===== config.mk =====
export PLATFORM = sky130hd
export DESIGN_NAME = riscv_mc_controller
export DESIGN_NICKNAME = d
export VERILOG_FILES = /design/src/rtl/riscv_mc_controller.sv
export SDC_FILE = /design/constraint.sdc
export NUM_CORES = 1
export LEC_CHECK = 0
export CAP_MARGIN = 0
export CORE_MARGIN = 2
export CORE_UTILIZATION = 42
export CTS_BUF_LIST = sky130_fd_sc_hd__clkbuf_8
export DETAILED_ROUTE_END_ITERATION = 10
export PLACE_DENSITY = 0.95
export RECOVER_POWER = 25
export SLEW_MARGIN = 20
export SYNTH_ARGS = -nofsm -noshare
export SYNTH_HDL_FRONTEND = slang
export SYNTH_SLANG_ARGS = --single-unit

===== constraint.sdc =====
create_clock -name clk_i -period 2.74 [get_ports clk_i]
set_clock_uncertainty 0.05 [all_clocks]
set_input_delay 0.548 -clock clk_i [delete_from_list [all_inputs] [get_ports clk_i]]
set_output_delay 0.548 -clock clk_i [all_outputs]
set_load 0.02 [all_outputs]

===== src/rtl/riscv_mc_controller.sv =====
// riscv_mc_controller: multicycle RV32I control sequencer.
// Steps each instruction through FETCH/DECODE/EXEC/MEM/WB states and drives all datapath
// selects, write enables and the ALU operation. It owns the memory handshake with a bus
// timeout and flags illegal instructions.
// Ports:
//   clk_i, rst_ni         clock (rising edge), asynchronous active-low reset
//   instr_i, zero_i       instruction register contents, ALU zero flag
//   mem_ready_i           memory completes the current request this cycle
//   mem_req_o, mem_we_o   memory request (held until ready), store qualifier
//   adrsrc_o ... alucontrol_o   datapath mux selects, write enables and ALU operation
//   illegal_o, bus_err_o  sticky illegal-instruction and memory-timeout flags
//   state_dbg_o           current state encoding
module riscv_mc_controller #(
  parameter int MEM_TIMEOUT = 16
) (
  input  logic        clk_i,
  input  logic        rst_ni,
  input  logic [31:0] instr_i,
  input  logic        zero_i,
  input  logic        mem_ready_i,
  output logic        mem_req_o,
  output logic        mem_we_o,
  output logic        adrsrc_o,
  output logic        irwrite_o,
  output logic        pcwrite_o,
  output logic        regwrite_o,
  output logic [1:0]  alusrca_o,
  output logic [1:0]  alusrcb_o,
  output logic [1:0]  resultsrc_o,
  output logic [2:0]  alucontrol_o,
  output logic        illegal_o,
  output logic        bus_err_o,
  output logic [3:0]  state_dbg_o
);
  typedef enum logic [3:0] {
    FETCH = 4'd0, DECODE = 4'd1, MEMADR = 4'd2, MEMREAD = 4'd3, MEMWB = 4'd4,
    MEMWRITE = 4'd5, EXECR = 4'd6, EXECI = 4'd7, ALUWB = 4'd8, BEQ = 4'd9,
    JAL = 4'd10, TRAP = 4'd15
  } state_t;
  // The counter only has to hold up to MEM_TIMEOUT-1 waiting cycles.
  localparam int CW = (MEM_TIMEOUT > 1) ? $clog2(MEM_TIMEOUT) : 1;
  localparam logic [CW-1:0] LAST = CW'(MEM_TIMEOUT - 1);
  state_t state_q, state_d;
  logic [CW-1:0] cnt_q, cnt_d;
  logic illegal_q, illegal_d, bus_err_q, bus_err_d;
  logic mem_req, mem_we, adrsrc, irwrite, pcwrite, regwrite, timeout;
  logic [1:0] alusrca, alusrcb, resultsrc;
  logic [2:0] alucontrol;
  logic [6:0] op;
  logic [2:0] f3;
  logic alu_ok, unused_instr;
  assign op = instr_i[6:0];
  assign f3 = instr_i[14:12];
  assign alu_ok = (f3 == 3'b000) || (f3 == 3'b010) || (f3 == 3'b110) || (f3 == 3'b111);
  assign unused_instr = ^{instr_i[31], instr_i[29:15], instr_i[11:7]};
  function automatic logic [2:0] alu_op(input logic [2:0] fn3, input logic sub);
    return (fn3 == 3'b000) ? (sub ? 3'b001 : 3'b000) :
           (fn3 == 3'b010) ? 3'b101 :
           (fn3 == 3'b110) ? 3'b011 :
           (fn3 == 3'b111) ? 3'b010 : 3'b000;
  endfunction
  always_comb begin
    state_d    = state_q;
    mem_req    = 1'b0;
    mem_we     = 1'b0;
    adrsrc     = 1'b0;
    irwrite    = 1'b0;
    pcwrite    = 1'b0;
    regwrite   = 1'b0;
    alusrca    = 2'b00;
    alusrcb    = 2'b00;
    resultsrc  = 2'b00;
    alucontrol = 3'b000;
    case (state_q)
      FETCH: begin
        mem_req   = 1'b1;
        alusrcb   = 2'b10;
        resultsrc = 2'b10;
        irwrite   = mem_ready_i;
        pcwrite   = mem_ready_i;
        state_d   = mem_ready_i ? DECODE : FETCH;
      end
      DECODE: begin
        alusrca = 2'b01;
        alusrcb = 2'b01;
        // Width and ALU funct3 legality is resolved here so EXEC/MEM states never see a bad op.
        case (op)
          7'b0000011, 7'b0100011: state_d = (f3 == 3'b010) ? MEMADR : TRAP;
          7'b0110011:             state_d = alu_ok ? EXECR : TRAP;
          7'b0010011:             state_d = alu_ok ? EXECI : TRAP;
          7'b1100011:             state_d = BEQ;
          7'b1101111:             state_d = JAL;
          default:                state_d = TRAP;
        endcase
      end
      MEMADR: begin
        alusrca = 2'b10;
        alusrcb = 2'b01;
        state_d = instr_i[5] ? MEMWRITE : MEMREAD;
      end
      MEMREAD: begin
        mem_req = 1'b1;
        adrsrc  = 1'b1;
        state_d = mem_ready_i ? MEMWB : MEMREAD;
      end
      MEMWB: begin
        resultsrc = 2'b01;
        regwrite  = 1'b1;
        state_d   = FETCH;
      end
      MEMWRITE: begin
        mem_req = 1'b1;
        mem_we  = 1'b1;
        adrsrc  = 1'b1;
        state_d = mem_ready_i ? FETCH : MEMWRITE;
      end
      EXECR: begin
        alusrca    = 2'b10;
        alucontrol = alu_op(f3, instr_i[30]);
        state_d    = ALUWB;
      end
      EXECI: begin
        alusrca    = 2'b10;
        alusrcb    = 2'b01;
        alucontrol = alu_op(f3, 1'b0);
        state_d    = ALUWB;
      end
      ALUWB: begin
        regwrite = 1'b1;
        state_d  = FETCH;
      end
      BEQ: begin
        alusrca    = 2'b10;
        alucontrol = 3'b001;
        pcwrite    = zero_i && (f3 == 3'b000);
        state_d    = (f3 == 3'b000) ? FETCH : TRAP;
      end
      JAL: begin
        alusrca = 2'b01;
        alusrcb = 2'b10;
        pcwrite = 1'b1;
        state_d = ALUWB;
      end
      TRAP:    state_d = TRAP;
      default: state_d = TRAP;
    endcase
    // A completion in the final allowed cycle wins over the timeout.
    timeout = (MEM_TIMEOUT != 0) && mem_req && !mem_ready_i && (cnt_q == LAST);
    if (timeout) state_d = TRAP;
    cnt_d     = (mem_req && !mem_ready_i && state_d == state_q) ? cnt_q + 1'b1 : '0;
    illegal_d = illegal_q | (state_d == TRAP && state_q != TRAP && !timeout);
    bus_err_d = bus_err_q | timeout;
  end
  always_ff @(posedge clk_i or negedge rst_ni) begin
    if (!rst_ni) begin
      state_q   <= FETCH;
      cnt_q     <= '0;
      illegal_q <= 1'b0;
      bus_err_q <= 1'b0;
    end else begin
      state_q   <= state_d;
      cnt_q     <= cnt_d;
      illegal_q <= illegal_d;
      bus_err_q <= bus_err_d;
    end
  end
  // Gating with rst_ni drops the request and every enable the instant reset asserts.
  assign {mem_req_o, mem_we_o, adrsrc_o, irwrite_o, pcwrite_o, regwrite_o,
          alusrca_o, alusrcb_o, resultsrc_o, alucontrol_o} = rst_ni ?
         {mem_req, mem_we, adrsrc, irwrite, pcwrite, regwrite,
          alusrca, alusrcb, resultsrc, alucontrol} : 15'd0;
  assign illegal_o   = illegal_q;
  assign bus_err_o   = bus_err_q;
  assign state_dbg_o = state_q;
endmodule


; ---- Yosys cells after proc, flatten, opt, wreduce, memory -nomap -nowiden
; Index checks and enable logic that the tools add are counted.
[totals]
regBits = 10
latch_bits = 0
ramBits = 0
mem_bits_ro = 0
input_bits = 36
out_inout_bits = 21
word_cells = 81
mem_count = 0
[op_classes]
add_sub_neg = 1
n_mul = 0
div = 0
order_cmp = 0
n_eq_ne = 23
shifts = 0
mux = 29
bitwise = 2
n_reduce_logical = 22
[op_table]
columns = operator, count
row1 = $pmux W4 S8, 1
row2 = $mux W4, 6
row3 = $eq A4 B4 Y1 const B, 5
row4 = $pmux W4 S5, 1
row5 = $mux W3, 6
row6 = $eq A4 B3 Y1 const B, 4
row7 = $mux W15, 1
row8 = $eq A7 B6 Y1 const B, 2
row9 = $eq A7 B7 Y1 const B, 2
row10 = $pmux W2 S2, 3
row11 = $reduce_or A2 Y1, 5
row12 = $pmux W3 S3, 1
row13 = $reduce_or A3 Y1, 3
row14 = $eq A4 B2 Y1 const B, 2
row15 = $eq A7 B2 Y1 const B, 1
row16 = $eq A7 B5 Y1 const B, 1
row17 = $mux W1, 7
row18 = $eq A3 B3 Y1 const B, 2
row19 = $logic_and A1 B1 Y1, 6
row20 = $add A4 B1 Y4 const B, 1
row21 = $eq A4 B1 Y1 const B, 1
row22 = $eq A4 B4 Y1, 1
row23 = $logic_not A4 Y1, 1
row24 = $mux W2, 2
row25 = other kinds (8), 12

; ---- Logic depth before layout (Yosys ltp)
; Gate-level depths: netlist of run 1.
[logic_depth]
ltp_word = 12
ltp_mapped = 7
mapped_depth_nobuf = 5

; ---- Least setup slack after synthesis of run 1
; OpenSTA, ideal clock, no wires.
[synth_path]
path_kind = reg-to-output
startpoint = register state_q[3] (netlist: state_dbg_o[3])
endpoint = output port alusrcb_o[1]
t_arrival_ps = 1902
t_required_ps = 2142
slack_ps = 240
stages_incl_launch_ff = 5
path_buffers = 2
cell_sequence = dfrtp_1 > clkbuf_1 > clkbuf_1 > xor2_1 > nor4b_1
[synth_between]
elab_chain_cells = 4
word_cells_on_any_way = 9
classes_between = 4 x eq/ne / 2 x mux / 3 x reduce/logical
[synth_lines]
columns = element, line_no
row1 = "start, declared", 43  ; state_t state_q, state_d;
row2 = "start signal, assigned", 161  ; state_q <= state_d;
row3 = $eq A4 B1 Y1 (tied with other cells), 74  ; case (state_q)
row4 = $reduce_or A3 Y1 (no source line) / $reduce_or A2 Y1 (equally long branches), n/a
row5 = $pmux W2 S2 (*), 74
row6 = $mux W15 (*), 169  ; alusrca_o, alusrcb_o, resultsrc_o, alucontrol_o} = rst_ni ?
row7 = "end, declared", 28  ; output logic [1:0] alusrcb_o,
; Every way passes the cells marked *; elsewhere a longest branch is shown, timed or not.

; ---- Worst setup path after layout of run 1
[layout_path]
startpoint = input port rst_ni
endpoint = output port adrsrc_o
[layout_between]
elab_chain_cells = 1
[layout_lines]
columns = element, line_no
row1 = "start, declared", 17  ; input logic rst_ni,
row2 = $mux W15, 169
row3 = "end, declared", 23  ; output logic adrsrc_o,
; Every way passes these cells.

==> results of run 1 <==
-- cell usage after synthesis (all sizes together) (2+ instances only) --
cell     n
nand2b   7
nor2b    5
a311oi   2
clkbuf   4
o22ai    3
o21a     2
a31oi    3
nand2    8
buf      5
nand4b   2
a21oi    9
nor2    11
or2      2
mux2i    2
xnor2    2
o21ai    6
nor3b    2
inv      3
nor4b    2
xor2     3
dfrtp   10
and3     3
nor4     2
or4      3
nand3    2
nor3     7
-- cells in the final DEF (no fill, tap or decap), types with 5 or more instances in the layout --
cell and instances:
nor2b_1 5, dfrtp_1 7, nand2b_1 7, buf_4 12, nand2_1 8, o21ai_0 5, a21oi_1 9, nor3_1 7
clkdlybuf4s50_1 27, nor2_1 10, dlygate4sd2_1 7
-- how the worst max path moves through the flow --
| stage | slack, ns | depth (start not counted) | end |
|---|---|---|---|
| after floorplan | 0.24 | 4 | alusrcb_o[1] |
| after global placement | -0.08 | 4 | alucontrol_o[2] |
| after detailed placement | -0.12 | 5 | resultsrc_o[0] |
| after CTS | 0.0004 | 5 | irwrite_o |
| after global routing | 0.02 | 5 | alusrca_o[1] |
| final | 0.08 | 4 | adrsrc_o |
-- cell families after synthesis --
kind of cell	Yosys count
and+or+nand+nor	62
AOI/OAI and AO/OA	32
xor gates and xnor gates	5
buffers and inverters	12
muxes	3
DFF	10
adders and majority gates	1
-- metal layers --
metal | up-vias | wire length [µm] | global-route usage, % | share of wire, %
met2 | 46 | 1370 | 37.3 | 52
met1 | 506 | 1090 | 26.7 | 41
met4 | 0 | 27 | 7.89 | 1.0
met3 | 5 | 167 | 4.31 | 6.3
met5 | - | 0 | 0 | 0
li1 | 555 | - | - | -
-- cell type report --
class,count,area [µm²]
sequential,10,254
multi-input combinational,103,652
inverter,3,11.3
clock buffer,3,41.3
timing repair buffer,48,438
fill,192,759
tap,28,35.0
-- where the power goes --
part	switching (mW)	internal [mW]	total, mW
Clock	0.0506	0.0956	0.146
Combinational	0.0253	0.0367	0.0620
Sequential	0.000925	0.150	0.151
-- state kept, by name (all words and copies together) (netlist names) --
register	flops
cnt_q	4
state_dbg_o	4
bus_err_o	1
illegal_o	1
-- critical path, cell delays in order --
cell and delay, ns:
clkdlybuf4s50_1 0.54, nor2b_1 0.20, and3_1 0.17, clkdlybuf4s50_1 0.60
==> results.toml, run 1 <==
[status]
status = "finished clean"

[clocking]
cts_buffers = 3
cts_root_buf = "clkbuf_8"
cts_hold_buf = 0
cts_buffer_depth = 2
cts.reportedPaths.clkPinSlew_ns = 0.04
insertion_delay_ns = 0.23
ctsHtreeMaxLevel = 1
cts_tree = "built"
cts_resized = 7
cts_setup_buffers = 0
cts.sinks = 10

[yosys]
async_reset_ff_share_pct = 100
synthXorXnorAreaFrac_pct = 4.53
ys_warn_count = 0
syn_avg_cell_area_um2 = 7.74
yosysTopAreaCell = "dfrtp_1"
synthCells = 125
yosysSeqAreaShare_pct = 25.9
yosysUniqueCellTypes = 48
ys.flop_type = "dfrtp_1"
synth_seq_cells = 10
synth-simple-area-share_pct = 37.3
synthesis.area_um2 = 967
synthAdderAreaFrac_pct = 1.29
synth_top_family_by_area = "simple AND/OR/NAND/NOR gates"
yosysTopAreaCellShare_pct = 25.9
synth_compound_area_share_pct = 21.1
synth_edf_count = 0
synthMuxAreaShare_pct = 3.23
synth.net_count = 162
yosys-top-cells-area = "dfrtp_1 26%, a21oi_1 4.7%, nand2b_1 4.5%"

[power_and_ir_drop]
leakage_nw = 0.599
irDropWorstVdd_v = 0.000300
power_density_nw_per_um2 = 251
totalPowerFinal_mw = 0.360

[critical_path]
crit_type = "primary input to output port"
r2r-end = "state_dbg_o[1]"
cp-end-kind = "output port"
rrSetupSlack_ns = 0.53
required_ns = 2.14
worst_r2r_path_depth = 6
cp-start-kind = "primary input"
cp_max_fo = 4
startpoint = "rst_ni"
cp.arrival_ns = 2.06
r2r-start = "state_dbg_o[1]"

[route]
ant_nets = 0
drt_first_pass_iters = 4
finalWirelength_mm = 2.66
drc = 0
num_vias = 1112
dr.first_iter.drc_count = 30
vias_per_cell = 5.70
wl_per_cell_um = 13.6

[finish]
antenna_cells = 0
final_cells = 195
drive_gt1_share_pct = 13.2
area_growth_pct = 48.0
final_cell_area_um2 = 1430
nets = 206
fin_util_pct = 65.3

[global_route]
grt_first_pass_wirelength_mm = 4.46
grt_pass1_vias = 1080
grt-ovfl-total = 0
grt_start_max_net_pins = 16
antenna_found_initial = 0
grt_util_all_layers_pct = 21.7

[placement]
port_buffers = 35
place_area_um2 = 1400
dp_slack_ns = -0.116
place_inst = 192
place.gp.congestion = 0.825
place_hpwl_mm = 2.13

[min_path]
min-delay-start = "bus_err_o"
whs_endpoint = "bus_err_o"
whs_path_depth = 1
hp-class = "flop to flop"

[sta]
fmax_mhz = 376
finalHoldViolCount = 0
setup_viol = 0
tightestPinTransition_ns = 0.527
fin_crit_ns = 2.66
fin_hold_ws_ns = 0.413
finalCritPeriodShare_pct = 97.0
rsz0062_at_grt = "false"
setup_ws_ns = 0.0816
tns_ns = 0
relSlewSlack_pct = 64.8
drv_slew = 0

[die]
fp.coreArea_um2 = 2190
row_count = 17
die_height_um = 52.0
ios = 57
die_w_um = 52.0
start_util_pct = 44.1
die_area_um2 = 2700

[flow_run]
cap_violations = 0
(Power assumes the default switching activity.)
==> inputs of run 2 (changes only) <==
- CORE_UTILIZATION: 42 -> 55
- DONT_BUFFER_PORTS: unset -> 1
- PLACE_DENSITY: 0.95 -> 0.81
- clock period: 2.74 -> 2.2 ns (I/O delays scaled with it)
==> run 2 against run 1 <==
Hold slack improved by 0.033 ns. Non-clock buffer count shrank 29. Count of clock-buffer cells in the layout up 1. Total power up 23%. Largest cell class unchanged. Largest power group is now clock.
==> results.toml, run 2 (synthesis results as in run 1) <==
[placement]
place_hpwl_mm = 1.89
port_buffers = 0
place.gp.congestion = 0.901
dp_slack_ns = 0.215

[global_route]
grt-ovfl-total = 0
grt_start_max_net_pins = 16
grt_pass1_vias = 887
grt_first_pass_wirelength_mm = 3.82
antenna_found_initial = 0
grt_util_all_layers_pct = 25.0

[clocking]
cts_tree = "built"
cts_root_buf = "clkbuf_8"
cts.sinks = 10
cts_setup_buffers = 0
cts_buffer_depth = 2
ctsHtreeMaxLevel = 1
insertion_delay_ns = 0.23
cts.reportedPaths.clkPinSlew_ns = 0.05
cts_buffers = 3

[sta]
setup_ws_ns = 0.156
relSlewSlack_pct = 71.0
drv_slew = 0
fin_crit_ns = 2.04
finalHoldViolCount = 0
fmax_mhz = 489
tightestPinTransition_ns = 0.433
rsz0062_at_grt = "false"
fin_hold_ws_ns = 0.446
setup_viol = 0
finalCritPeriodShare_pct = 92.9
tns_ns = 0

[power_and_ir_drop]
leakage_nw = 0.461
irDropWorstVdd_v = 0.000445
totalPowerFinal_mw = 0.441
power_density_nw_per_um2 = 381

[die]
start_util_pct = 57.3
fp.coreArea_um2 = 1690
ios = 57
row_count = 15
die_w_um = 45.9
die_area_um2 = 2110
die_height_um = 45.9

[route]
vias_per_cell = 6.60
ant_nets = 0
dr.first_iter.drc_count = 11
wl_per_cell_um = 16.3
num_vias = 1029
drt_first_pass_iters = 4
drc = 0
finalWirelength_mm = 2.55

[critical_path]
cp-end-kind = "output port"
cp.arrival_ns = 1.55
critPathMaxStageDelay_ns = 0.49
path_buf_inv = 1
rrSetupSlack_ns = 0.32
crit_family = "simple AND/OR/NAND/NOR gates"
worstPathCellList = "nand2b_1 > nor2_2 > a31oi_1 > nor2b_1 > buf_4"
cp-start-kind = "flop"
crit_type = "flop to output port"
required_ns = 1.71
crit_path_top_delay_cell = "dfrtp_2"
cp_max_fo = 13

[finish]
nets = 177
layout_common_cells = "18 x buf_4, 9 x a21oi_1, 9 x nor2_1"
area_growth_pct = 19.7
final_common_cell = "buf_4"
fin_util_pct = 68.5
drive_gt1_share_pct = 23.0
antenna_cells = 0

[flow_run]
cap_violations = 0

[status]
status = "finished clean"

[min_path]
hp-class = "flop to flop"
-- run 2: what timing repair did --
action / in CTS / in global routing
resized for setup: 0 / 4
endpoints found under the hold margin: 10 / 0
hold buffers: 1 / 0
endpoints found under the setup margin: 0 / 4
-- run 2: worst paths after layout --
check | start | depth (start not counted) | end
max | state_dbg_o[1] | 5 | pcwrite_o
min | cnt_q[0] | 1 | cnt_q[0]
max reg2reg | state_dbg_o[0] | 5 | state_dbg_o[2]
min reg2reg | cnt_q[0] | 1 | cnt_q[0]
min in group asynchronous | rst_ni | 1 | cnt_q[2]
max in group asynchronous | rst_ni | 1 | state_dbg_o[1]
-- run 2: metrics by stage --
stage | cell area [µm²] | cells
detailed placement | 1080 | 151
global placement | 1080 | 151
finish | 1160 | 156
CTS | 1150 | 156
global route | 1160 | 156
floorplan | 978 | 125
-- run 2: report_power, final --
part | total, mW | switching [mW] | leakage [nW] | internal, mW
clock | 0.225 | 0.0676 | 0.0288 | 0.157
combinational | 0.0244 | 0.0120 | 0.320 | 0.0124
sequential | 0.192 | 0.00499 | 0.112 | 0.187
-- run 2: metal layers --
layer	GRT usage, %	up-vias	share of wire, %
met3	7.94	2	8.0
li1	-	489	-
met5	0	-	0
met1	30.8	488	41
met2	41.4	50	50
met4	6.86	0	0.59
-- run 2: area by class of cell --
cell class	instances	area, µm²
repair buffers	19	145
well taps	17	21.3
inverters	3	11.3
fillers	131	532
flip-flops and latches	10	253
multi-input cells	103	672
clock buffers	4	55.1
-- run 2: worst reg2reg max path, stage by stage (launching register included) --
cell and delay (ns):
dfrtp_1 0.49, buf_4 0.24, mux2_2 0.34, a311oi_1 0.26, o22ai_1 0.15, or2_1 0.23
